File: config.mk
export PLATFORM = sky130hd
export DESIGN_NAME = mult_sequencer
export DESIGN_NICKNAME = d
export VERILOG_FILES = /design/src/rtl/alu_pkg.sv /design/src/rtl/mult_shift_add.sv /design/src/rtl/mult_sequencer.sv
export SDC_FILE = /design/constraint.sdc
export NUM_CORES = 1
export LEC_CHECK = 0
export CELL_PAD_IN_SITES_DETAIL_PLACEMENT = 2
export CELL_PAD_IN_SITES_GLOBAL_PLACEMENT = 2
export CORE_MARGIN = 2
export CORE_UTILIZATION = 25
export CTS_BUF_LIST = sky130_fd_sc_hd__clkbuf_16
export DETAILED_ROUTE_END_ITERATION = 12
export GPL_TIMING_DRIVEN = 0
export PLACE_DENSITY = 0.68
export SLEW_MARGIN = 20
export SYNTH_ARGS = -nofsm -noshare
export SYNTH_HDL_FRONTEND = slang
export SYNTH_SLANG_ARGS = --single-unit
File: constraint.sdc
create_clock -name Clk -period 5.95 [get_ports Clk]
set_input_delay 0.8925 -clock Clk [delete_from_list [all_inputs] [get_ports Clk]]
set_output_delay 0.8925 -clock Clk [all_outputs]
set_load 0.02 [all_outputs]
File: src/rtl/alu_pkg.sv
// Shared EX-stage ALU definitions: ALUControl op encodings and the multiply sequencer state type.
package alu_pkg;

  localparam logic [4:0] ALU_ADD  = 5'b00000;
  localparam logic [4:0] ALU_SUB  = 5'b00010;
  localparam logic [4:0] ALU_MULT = 5'b00011;
  localparam logic [4:0] ALU_AND  = 5'b00100;
  localparam logic [4:0] ALU_OR   = 5'b00101;
  localparam logic [4:0] ALU_NOR  = 5'b00110;
  localparam logic [4:0] ALU_XOR  = 5'b00111;
  localparam logic [4:0] ALU_SLL  = 5'b01000;
  localparam logic [4:0] ALU_SRL  = 5'b01001;
  localparam logic [4:0] ALU_SLT  = 5'b01010;

  typedef enum logic [1:0] {
    IDLE = 2'b00,
    RUN  = 2'b01,
    DONE = 2'b10
  } mult_state_e;

endpackage

File: src/rtl/mult_shift_add.sv
// Radix-2 shift-add datapath: holds |A|, |B| and the partial product, one step per enable.
module mult_shift_add #(
  parameter int WIDTH      = 32,
  parameter bit EARLY_EXIT = 1'b0
) (
  input  logic             clk,
  input  logic             rst_n,
  input  logic             load,
  input  logic             step,
  input  logic [WIDTH-1:0] mcand_in,
  input  logic [WIDTH-1:0] mplier_in,
  output logic [WIDTH-1:0] acc_next,
  output logic             exhausted
);

  logic [WIDTH-1:0] mcand_r;
  logic [WIDTH-1:0] mplier_r;
  logic [WIDTH-1:0] acc_r;
  logic [WIDTH-1:0] mplier_next_s;

  // Partial product after this cycle's step; also feeds the final result capture
  always_comb begin
    mplier_next_s = {1'b0, mplier_r[WIDTH-1:1]};
    if (mplier_r[0]) begin
      acc_next = acc_r + mcand_r;
    end else begin
      acc_next = acc_r;
    end
    exhausted = EARLY_EXIT & (mplier_next_s == {WIDTH{1'b0}});
  end

  // Operand latch on load, one add-shift step per enable
  always_ff @(posedge clk or negedge rst_n) begin
    if (!rst_n) begin
      mcand_r  <= {WIDTH{1'b0}};
      mplier_r <= {WIDTH{1'b0}};
      acc_r    <= {WIDTH{1'b0}};
    end else if (load) begin
      mcand_r  <= mcand_in;
      mplier_r <= mplier_in;
      acc_r    <= {WIDTH{1'b0}};
    end else if (step) begin
      mcand_r  <= {mcand_r[WIDTH-2:0], 1'b0};
      mplier_r <= mplier_next_s;
      acc_r    <= acc_next;
    end else begin
      mcand_r  <= mcand_r;
      mplier_r <= mplier_r;
      acc_r    <= acc_r;
    end
  end

endmodule

File: src/rtl/mult_sequencer.sv
// EX-stage iterative signed multiply sequencer; stalls the pipeline until the product is ready.
// Define MULT_EARLY_EXIT_EN to finish as soon as the remaining multiplier bits are all zero.
module mult_sequencer
  import alu_pkg::*;
#(
  parameter int         WIDTH   = 32,
  parameter logic [4:0] MULT_OP = ALU_MULT
) (
  input  logic             Clk,
  input  logic             Rst_n,
  input  logic [4:0]       ALUControl,
  input  logic             Valid,
  input  logic             ExHold,
  input  logic             Flush,
  input  logic [WIDTH-1:0] A,
  input  logic [WIDTH-1:0] B,
  output logic             Stall,
  output logic             Busy,
  output logic             Done,
  output logic [WIDTH-1:0] Result
);

  localparam int CW = (WIDTH > 1) ? $clog2(WIDTH) : 1;
  localparam logic [CW-1:0] LAST_CNT = CW'(WIDTH - 1);
`ifdef MULT_EARLY_EXIT_EN
  localparam bit EARLY_EXIT = 1'b1;
`else
  localparam bit EARLY_EXIT = 1'b0;
`endif

  function automatic logic [WIDTH-1:0] abs_val(input logic [WIDTH-1:0] x);
    abs_val = x[WIDTH-1] ? ({WIDTH{1'b0}} - x) : x;
  endfunction

  mult_state_e      state_r, next_state_s;
  logic [CW-1:0]    count_r;
  logic             sign_r;
  logic             busy_r;
  logic             done_r;
  logic [WIDTH-1:0] result_r;
  logic             start_s;
  logic             skip_run_s;
  logic             last_step_s;
  logic [WIDTH-1:0] a_abs_s;
  logic [WIDTH-1:0] b_abs_s;
  logic [WIDTH-1:0] acc_next_s;
  logic             exhausted_s;

  mult_shift_add #(
    .WIDTH      (WIDTH),
    .EARLY_EXIT (EARLY_EXIT)
  ) u_shift_add (
    .clk       (Clk),
    .rst_n     (Rst_n),
    .load      (start_s),
    .step      (state_r == RUN),
    .mcand_in  (a_abs_s),
    .mplier_in (b_abs_s),
    .acc_next  (acc_next_s),
    .exhausted (exhausted_s)
  );

  // Start detection and next-state decode; Flush outranks ExHold everywhere
  always_comb begin
    a_abs_s      = abs_val(A);
    b_abs_s      = abs_val(B);
    start_s      = (state_r == IDLE) & Valid & ~Flush & (ALUControl == MULT_OP);
    skip_run_s   = EARLY_EXIT & (b_abs_s == {WIDTH{1'b0}});
    last_step_s  = (count_r == LAST_CNT) | exhausted_s;
    next_state_s = state_r;
    case (state_r)
      IDLE: begin
        if (start_s) begin
          next_state_s = skip_run_s ? DONE : RUN;
        end else begin
          next_state_s = IDLE;
        end
      end
      RUN: begin
        if (Flush) begin
          next_state_s = IDLE;
        end else if (last_step_s) begin
          next_state_s = DONE;
        end else begin
          next_state_s = RUN;
        end
      end
      DONE: begin
        if (Flush) begin
          next_state_s = IDLE;
        end else if (ExHold) begin
          next_state_s = DONE;
        end else begin
          next_state_s = IDLE;
        end
      end
      default: next_state_s = IDLE;
    endcase
  end

  // FSM state register
  always_ff @(posedge Clk or negedge Rst_n) begin
    if (!Rst_n) begin
      state_r <= IDLE;
    end else begin
      state_r <= next_state_s;
    end
  end

  // Step counter, latched sign, status flags and sign-corrected result capture
  always_ff @(posedge Clk or negedge Rst_n) begin
    if (!Rst_n) begin
      count_r  <= {CW{1'b0}};
      sign_r   <= 1'b0;
      busy_r   <= 1'b0;
      done_r   <= 1'b0;
      result_r <= {WIDTH{1'b0}};
    end else begin
      busy_r <= (next_state_s == RUN);
      done_r <= (next_state_s == DONE);
      if (start_s) begin
        count_r <= {CW{1'b0}};
        sign_r  <= A[WIDTH-1] ^ B[WIDTH-1];
      end else if (state_r == RUN) begin
        count_r <= count_r + CW'(1);
        sign_r  <= sign_r;
      end else begin
        count_r <= count_r;
        sign_r  <= sign_r;
      end
      if (start_s && skip_run_s) begin
        result_r <= {WIDTH{1'b0}};
      end else if ((state_r == RUN) && !Flush && last_step_s) begin
        result_r <= sign_r ? ({WIDTH{1'b0}} - acc_next_s) : acc_next_s;
      end else begin
        result_r <= result_r;
      end
    end
  end

  assign Stall  = start_s | (state_r == RUN);
  assign Busy   = busy_r;
  assign Done   = done_r;
  assign Result = result_r;

endmodule

==> results.json, run 1 <==
{
  "initial_utilization": 0.2531,
  "place.gp.congestion": 0.8279,
  "drive_gt1_frac": 0.07632,
  "start_kind": "primary input",
  "pwr_density_cell_mw_per_mm2": 391.7,
  "post_cts_buffers": 0,
  "cp.arrival_ps": 4520,
  "portBuffers": 108,
  "grt_max_degree": 78,
  "fin_cells": 1809,
  "cp-endpoint": "Stall",
  "p_int_uw": 2690,
  "rsz0062_at_grt": "no",
  "period_needed_ps": 5410,
  "finalSetupViolations": 0,
  "synth_cells": 1144,
  "drt_pre_antenna_iters": 5,
  "routed_wl_um": 37800,
  "n_antenna_cell": 0,
  "hold_path.class": "in -> async",
  "synthToLayoutAreaGrowth_pct": 23.30,
  "clock-sinks": 138,
  "dr.first_iter.drc_count": 421,
  "num_vias": 9453,
  "dpl.cell_count": 1778,
  "max_freq_mhz": 184.8,
  "slew_headroom": 0.3032,
  "synth_nets": 1255,
  "critPathKind": "in -> out",
  "die_w_um": 204.6,
  "path_cells": "clkdlybuf4s50_1 > nor4b_1 > and4_1 > clkbuf_1 > nor2_1 > clkbuf_1 > inv_1 > clkdlybuf4s50_1",
  "timing.critical_path.buf_inv": 5,
  "postCtsHoldBufs": 0,
  "cts_resized": 0,
  "ys.flop_type": "dfrtp_1",
  "crit_fanout": 10,
  "p_leak_uw": 0.005036,
  "hold_viol": 0,
  "cts.path.max_buffers": 2,
  "fin_skew_ps": 7.805,
  "cp-end-kind": "output port",
  "synth_edf_count": 0,
  "ys_seq_area_frac": 0.3434,
  "max_stage_delay_ps": 880,
  "cpLargestDelayFamily": "buffers and inverters",
  "async_reset_ff_frac": 1.000,
  "grt_pass1_vias": 10270,
  "synth_largest_area_cell": "dfrtp_1",
  "p_comb_frac": 0.495,
  "status": "finished, final reports clean",
  "critPathSlowestCell": "nor2_1",
  "r2r_end": "Result[30]",
  "core_area_mm2": 0.03973,
  "antenna_found_initial": 0,
  "netlist_area_mm2": 0.01006,
  "crit_start": "Flush",
  "via_per_inst": 5.226,
  "yosys_warnings": 0,
  "grt.overflow.total": 0,
  "final_area_mm2": 0.01240,
  "tightestPinTransition_ps": 1041,
  "grt_use_total": 0.1854,
  "synth_area_leaders": "dfrtp_1 (34%), o21ai_0 (7.6%), xor2_1 (6.1%)",
  "clk_pin_slew_ps": 60,
  "dieArea_mm2": 0.04185,
  "worstSetupPathDepth": 8,
  "cts-htree-levels": 4,
  "timing.rr.start": "u_shift_add.acc_r[18]",
  "io_pins": 109,
  "synthTopCellsByCount": "o21ai_0 (153), dfrtp_1 (138), nand2_1 (122)",
  "placed_area_mm2": 0.01183,
  "die_h_um": 204.6,
  "ys_ff_latch": 138,
  "rows": 73,
  "ctsRootBufferMaster": "clkbuf_16",
  "ir_worst_vdd_v": 0.0001720,
  "cts_tree": "yes",
  "synth.avg_cell_area_um2": 8.791,
  "grt_first_pass_wirelength_um": 60250,
  "wl_per_cell_um": 20.89,
  "rr_worst_depth": 13,
  "power_frac_seq": 0.284,
  "reg2reg_slack_ps": 1420,
  "nets": 1383,
  "clkLatencyLatePin_ps": 430,
  "ant_nets": 0,
  "slew_viol_final": 0,
  "synth_top_area_share": 0.3434,
  "synth.most_common_cell": "o21ai_0",
  "drv_cap": 0,
  "cts_buffers": 17,
  "pwr-share-clk": 0.221,
  "required_ps": 5060,
  "yosys.cell_types.count": 102,
  "power_switching_uw": 2167,
  "swShare": 0.4461,
  "drc": 0,
  "finalCritPeriodShare": 0.9092,
  "dp_hpwl_um": 30090
}
[power groups by stage]
stage / registers [µW] / clock network, µW / logic (µW)
2_1_floorplan: 1300 / 0 / 1700
3_3_place_gp: 1370 / 0 / 2290
3_5_place_dp: 1390 / 0 / 2390
4_1_cts: 1370 / 1110 / 2410
5_1_grt: 1400 / 1150 / 2670
6_report: 1380 / 1080 / 2400
[flip-flops by register name, summed over array words and instances, names as in the netlist]
| register | cells |
|---|---|
| count_r | 5 |
| u_shift_add.mcand_r | 32 |
| Busy | 1 |
| Done | 1 |
| state_r | 2 |
| u_shift_add.acc_r | 32 |
| u_shift_add.mplier_r | 32 |
| sign_r | 1 |
| Result | 32 |
[final cells by class]
type / instances / area [µm²]
Sequential cell: 138 / 3453
Clock inverter: 14 / 147.6
Multi-Input combinational cell: 912 / 6120
Tap cell: 525 / 656.9
Buffer: 74 / 409.1
Timing Repair Buffer: 109 / 1114
Clock buffer: 17 / 425.4
Inverter: 20 / 75.07
Fill cell: 4491 / 27330
[worst min path at each step]
stage,endpoint,slack (ps),depth (start not counted)
after floorplan,u_shift_add.mplier_r[31],440,2
after global placement,Result[25],460,2
after detailed placement,Result[19],470,2
after CTS,Result[5],410,1
after global routing,Result[5],430,1
final,Result[5],390,1
[cell usage in the layout, fill, tap and decap left out, drive strengths merged, types with 21 or more instances in the layout]
cell           count
clkbuf            77
a22oi             58
nand2            124
o21ai            155
ha                36
inv               22
xnor2             23
xor2              71
dfrtp            138
clkdlybuf4s50    107
nor2              42
o31ai             28
a21oi             48
nand3             50
nor3              21
[cells by family (layout without fill, tap and decap cells)]
logic type / count (synthesis) / in the layout / share of synthesized area
AO/OA/AOI/OAI: 405 / 405 / 0.2717
AND/OR/NAND/NOR: 359 / 359 / 0.1889
flip-flops: 138 / 138 / 0.3434
XOR/XNOR: 94 / 94 / 0.08261
buffers and inverters: 94 / 234 / 0.04814
adder cells (fa/ha/maj): 37 / 37 / 0.04678
multiplexers: 17 / 17 / 0.01854
[per-stage QoR]
step           hold WS [ps]  utilization  total power (µW)  setup slack, ps  TNS [ps]
5_1_grt               429.7       0.3121              5224            251.8         0
4_1_cts               408.5       0.3121              4890            389.7         0
2_1_floorplan         443.6            -              2992             2067         0
6_report              394.8       0.3121              4857            540.2         0
3_5_place_dp          472.4       0.2977              3771            386.6         0
3_3_place_gp          461.9       0.2969              3667            -2047   -278130
[routing by layer]
layer / global-route usage / vias up / share of wire / wire (µm)
met2: 0.3147 / 151 / 0.48 / 18050
met5: 0 / - / 0 / 0
met4: 0.04244 / 0 / 0.017 / 638
met3: 0.03054 / 31 / 0.033 / 1248
li1: - / 4556 / - / -
met1: 0.2458 / 4715 / 0.47 / 17860
No activity file was read; power rests on OpenSTA's default activity.
==> inputs of run 2 (changes only) <==
--- a/config.mk
+++ b/config.mk
@@ -5,14 +5,16 @@
 export SDC_FILE = /design/constraint.sdc
 export NUM_CORES = 1
 export LEC_CHECK = 0
+export CAP_MARGIN = 30
 export CELL_PAD_IN_SITES_DETAIL_PLACEMENT = 2
 export CELL_PAD_IN_SITES_GLOBAL_PLACEMENT = 2
 export CORE_MARGIN = 2
 export CORE_UTILIZATION = 25
 export CTS_BUF_LIST = sky130_fd_sc_hd__clkbuf_16
 export DETAILED_ROUTE_END_ITERATION = 12
+export GPL_ROUTABILITY_DRIVEN = 0
 export GPL_TIMING_DRIVEN = 0
-export PLACE_DENSITY = 0.68
+export PLACE_DENSITY_LB_ADDON = 0.08
 export SLEW_MARGIN = 20
 export SYNTH_ARGS = -nofsm -noshare
 export SYNTH_HDL_FRONTEND = slang
==> results.json, run 2 (synthesized netlist as in run 1, its figures left out) <==
{
  "status": "finished, final reports clean",
  "final_common_cell": "o21ai_0",
  "ctsRootBufferMaster": "clkbuf_16",
  "drv_cap": 0,
  "dr.first_iter.drc_count": 480,
  "path_cells": "clkdlybuf4s50_1 > nor4b_1 > and4_1 > clkbuf_1 > nor2_1 > clkbuf_1 > inv_1 > clkdlybuf4s50_1",
  "start_kind": "primary input",
  "finalSetupViolations": 0,
  "clkLatencyLatePin_ps": 450,
  "grt_max_degree": 85,
  "wl_per_cell_um": 21.73,
  "p_int_uw": 2773,
  "timing.critical_path.buf_inv": 5,
  "hold_path.class": "in -> async",
  "fin_skew_ps": 13.75,
  "postCtsHoldBufs": 0,
  "swShare": 0.4417,
  "ir_worst_vdd_v": 0.0001542,
  "critPathKind": "in -> out",
  "dieArea_mm2": 0.04185,
  "routed.top_layer": "met4",
  "cts_tree": "yes",
  "nets": 1383,
  "power_frac_seq": 0.276,
  "cp.arrival_ps": 4460,
  "final_area_mm2": 0.01245,
  "slew_headroom": 0.3336,
  "cts_buffers": 17,
  "rr_worst_depth": 13,
  "period_needed_ps": 5351,
  "die_w_um": 204.6,
  "rsz0062_at_grt": "no",
  "clk_pin_slew_ps": 60,
  "die_h_um": 204.6,
  "initial_utilization": 0.2531,
  "drt-met1-wl_um": 18890,
  "drt_pre_antenna_iters": 4,
  "io_pins": 109,
  "grt_first_pass_wirelength_um": 61070,
  "routed-wl-met2_um": 18710,
  "p_leak_uw": 0.005055,
  "hold_viol": 0,
  "num_vias": 9466,
  "antenna_found_initial": 1,
  "p_comb_frac": 0.490,
  "grt_pass1_vias": 10160,
  "pwr-share-clk": 0.234,
  "required_ps": 5060,
  "critPathSlowestCell": "clkdlybuf4s50_1",
  "drc": 0,
  "crit_fanout": 10,
  "timing.rr.start": "u_shift_add.acc_r[7]",
  "pre_cts_slack_ps": 495.9,
  "pwr_density_cell_mw_per_mm2": 399.0,
  "max_freq_mhz": 186.9,
  "r2r_end": "Result[30]",
  "cts_resized": 0,
  "fin_ws_ps": 599.1,
  "synthToLayoutAreaGrowth_pct": 23.77,
  "max_stage_delay_ps": 640,
  "finalCritPeriodShare": 0.8993,
  "cts.path.max_buffers": 2,
  "tightestPinTransition_ps": 991.1,
  "wl_met3_um": 1129,
  "placed_area_mm2": 0.01183,
  "clock-sinks": 138,
  "reg2reg_slack_ps": 1450,
  "core_area_mm2": 0.03973,
  "ant_nets": 0,
  "power_switching_uw": 2193,
  "grt_use_total": 0.1925,
  "slew_viol_final": 0,
  "portBuffers": 108,
  "rows": 73,
  "cts-htree-levels": 4,
  "via_per_inst": 5.233,
  "cpLargestDelayFamily": "buffers and inverters",
  "fin_util": 0.3133,
  "layout_common_cells": "o21ai_0 (153), dfrtp_1 (138), nand2_1 (122)",
  "dp_hpwl_um": 31590,
  "routed_wl_um": 39310,
  "grt.overflow.total": 0,
  "post_cts_buffers": 0,
  "drive_gt1_frac": 0.07710,
  "n_antenna_cell": 0,
  "cp-end-kind": "output port"
}
-- run 2: how the worst max path moves through the flow --
stage                               startpoint                      end  cells after the start
after detailed placement                 Flush                    Stall                      8
after global placement                   Rst_n  u_shift_add.mplier_r[9]                      1
after global routing                     Flush                    Stall                      8
after floorplan           u_shift_add.acc_r[0]               Result[31]                     13
final                                    Flush                    Stall                      8
after CTS                                Flush                    Stall                      8
-- run 2: layer usage --
metal,vias to the layer above,track usage
met3,26,0.02689
met1,4744,0.2603
met4,0,0.04943
met5,-,0
met2,129,0.3217
li1,4567,-
-- run 2: final cells by class --
cell class | instances | area (µm²)
buffer | 74 | 409.1
clock buffer | 17 | 425.4
clock inverter | 14 | 195.2
fill | 4520 | 27280
inverter | 20 | 75.07
multi-input combinational | 912 | 6120
sequential | 138 | 3453
tap | 525 | 656.9
timing repair buffer | 109 | 1114
-- run 2: per-stage QoR --
stage | power (µW) | TNS [ps] | cells | hold WS (ps)
6_report | 4966 | 0 | 1809 | 369.7
3_5_place_dp | 3823 | 0 | 1778 | 473.0
3_3_place_gp | 3763 | -312330 | 1777 | 465.0
5_1_grt | 5361 | 0 | 1809 | 391.4
4_1_cts | 5030 | 0 | 1809 | 373.7
2_1_floorplan | 2992 | 0 | 1144 | 443.6
-- run 2: power groups by stage --
| stage | logic, µW | registers [µW] | clock network [µW] |
|---|---|---|---|
| 6_report | 2430 | 1370 | 1160 |
| 5_1_grt | 2720 | 1400 | 1240 |
| 3_3_place_gp | 2380 | 1380 | 0 |
| 2_1_floorplan | 1700 | 1300 | 0 |
| 4_1_cts | 2460 | 1370 | 1200 |
| 3_5_place_dp | 2440 | 1380 | 0 |
==> inputs of run 3 (changes only) <==
--- a/config.mk
+++ b/config.mk
@@ -5,6 +5,7 @@
 export SDC_FILE = /design/constraint.sdc
 export NUM_CORES = 1
 export LEC_CHECK = 0
+export ABC_AREA = 0
 export CAP_MARGIN = 30
 export CELL_PAD_IN_SITES_DETAIL_PLACEMENT = 2
 export CELL_PAD_IN_SITES_GLOBAL_PLACEMENT = 2
@@ -19,3 +20,4 @@
 export SYNTH_ARGS = -nofsm -noshare
 export SYNTH_HDL_FRONTEND = slang
 export SYNTH_SLANG_ARGS = --single-unit
+export TNS_END_PERCENT = 5
==> results of run 3 <==
No change in the layout: final DEF, timing and power equal those of run 2.
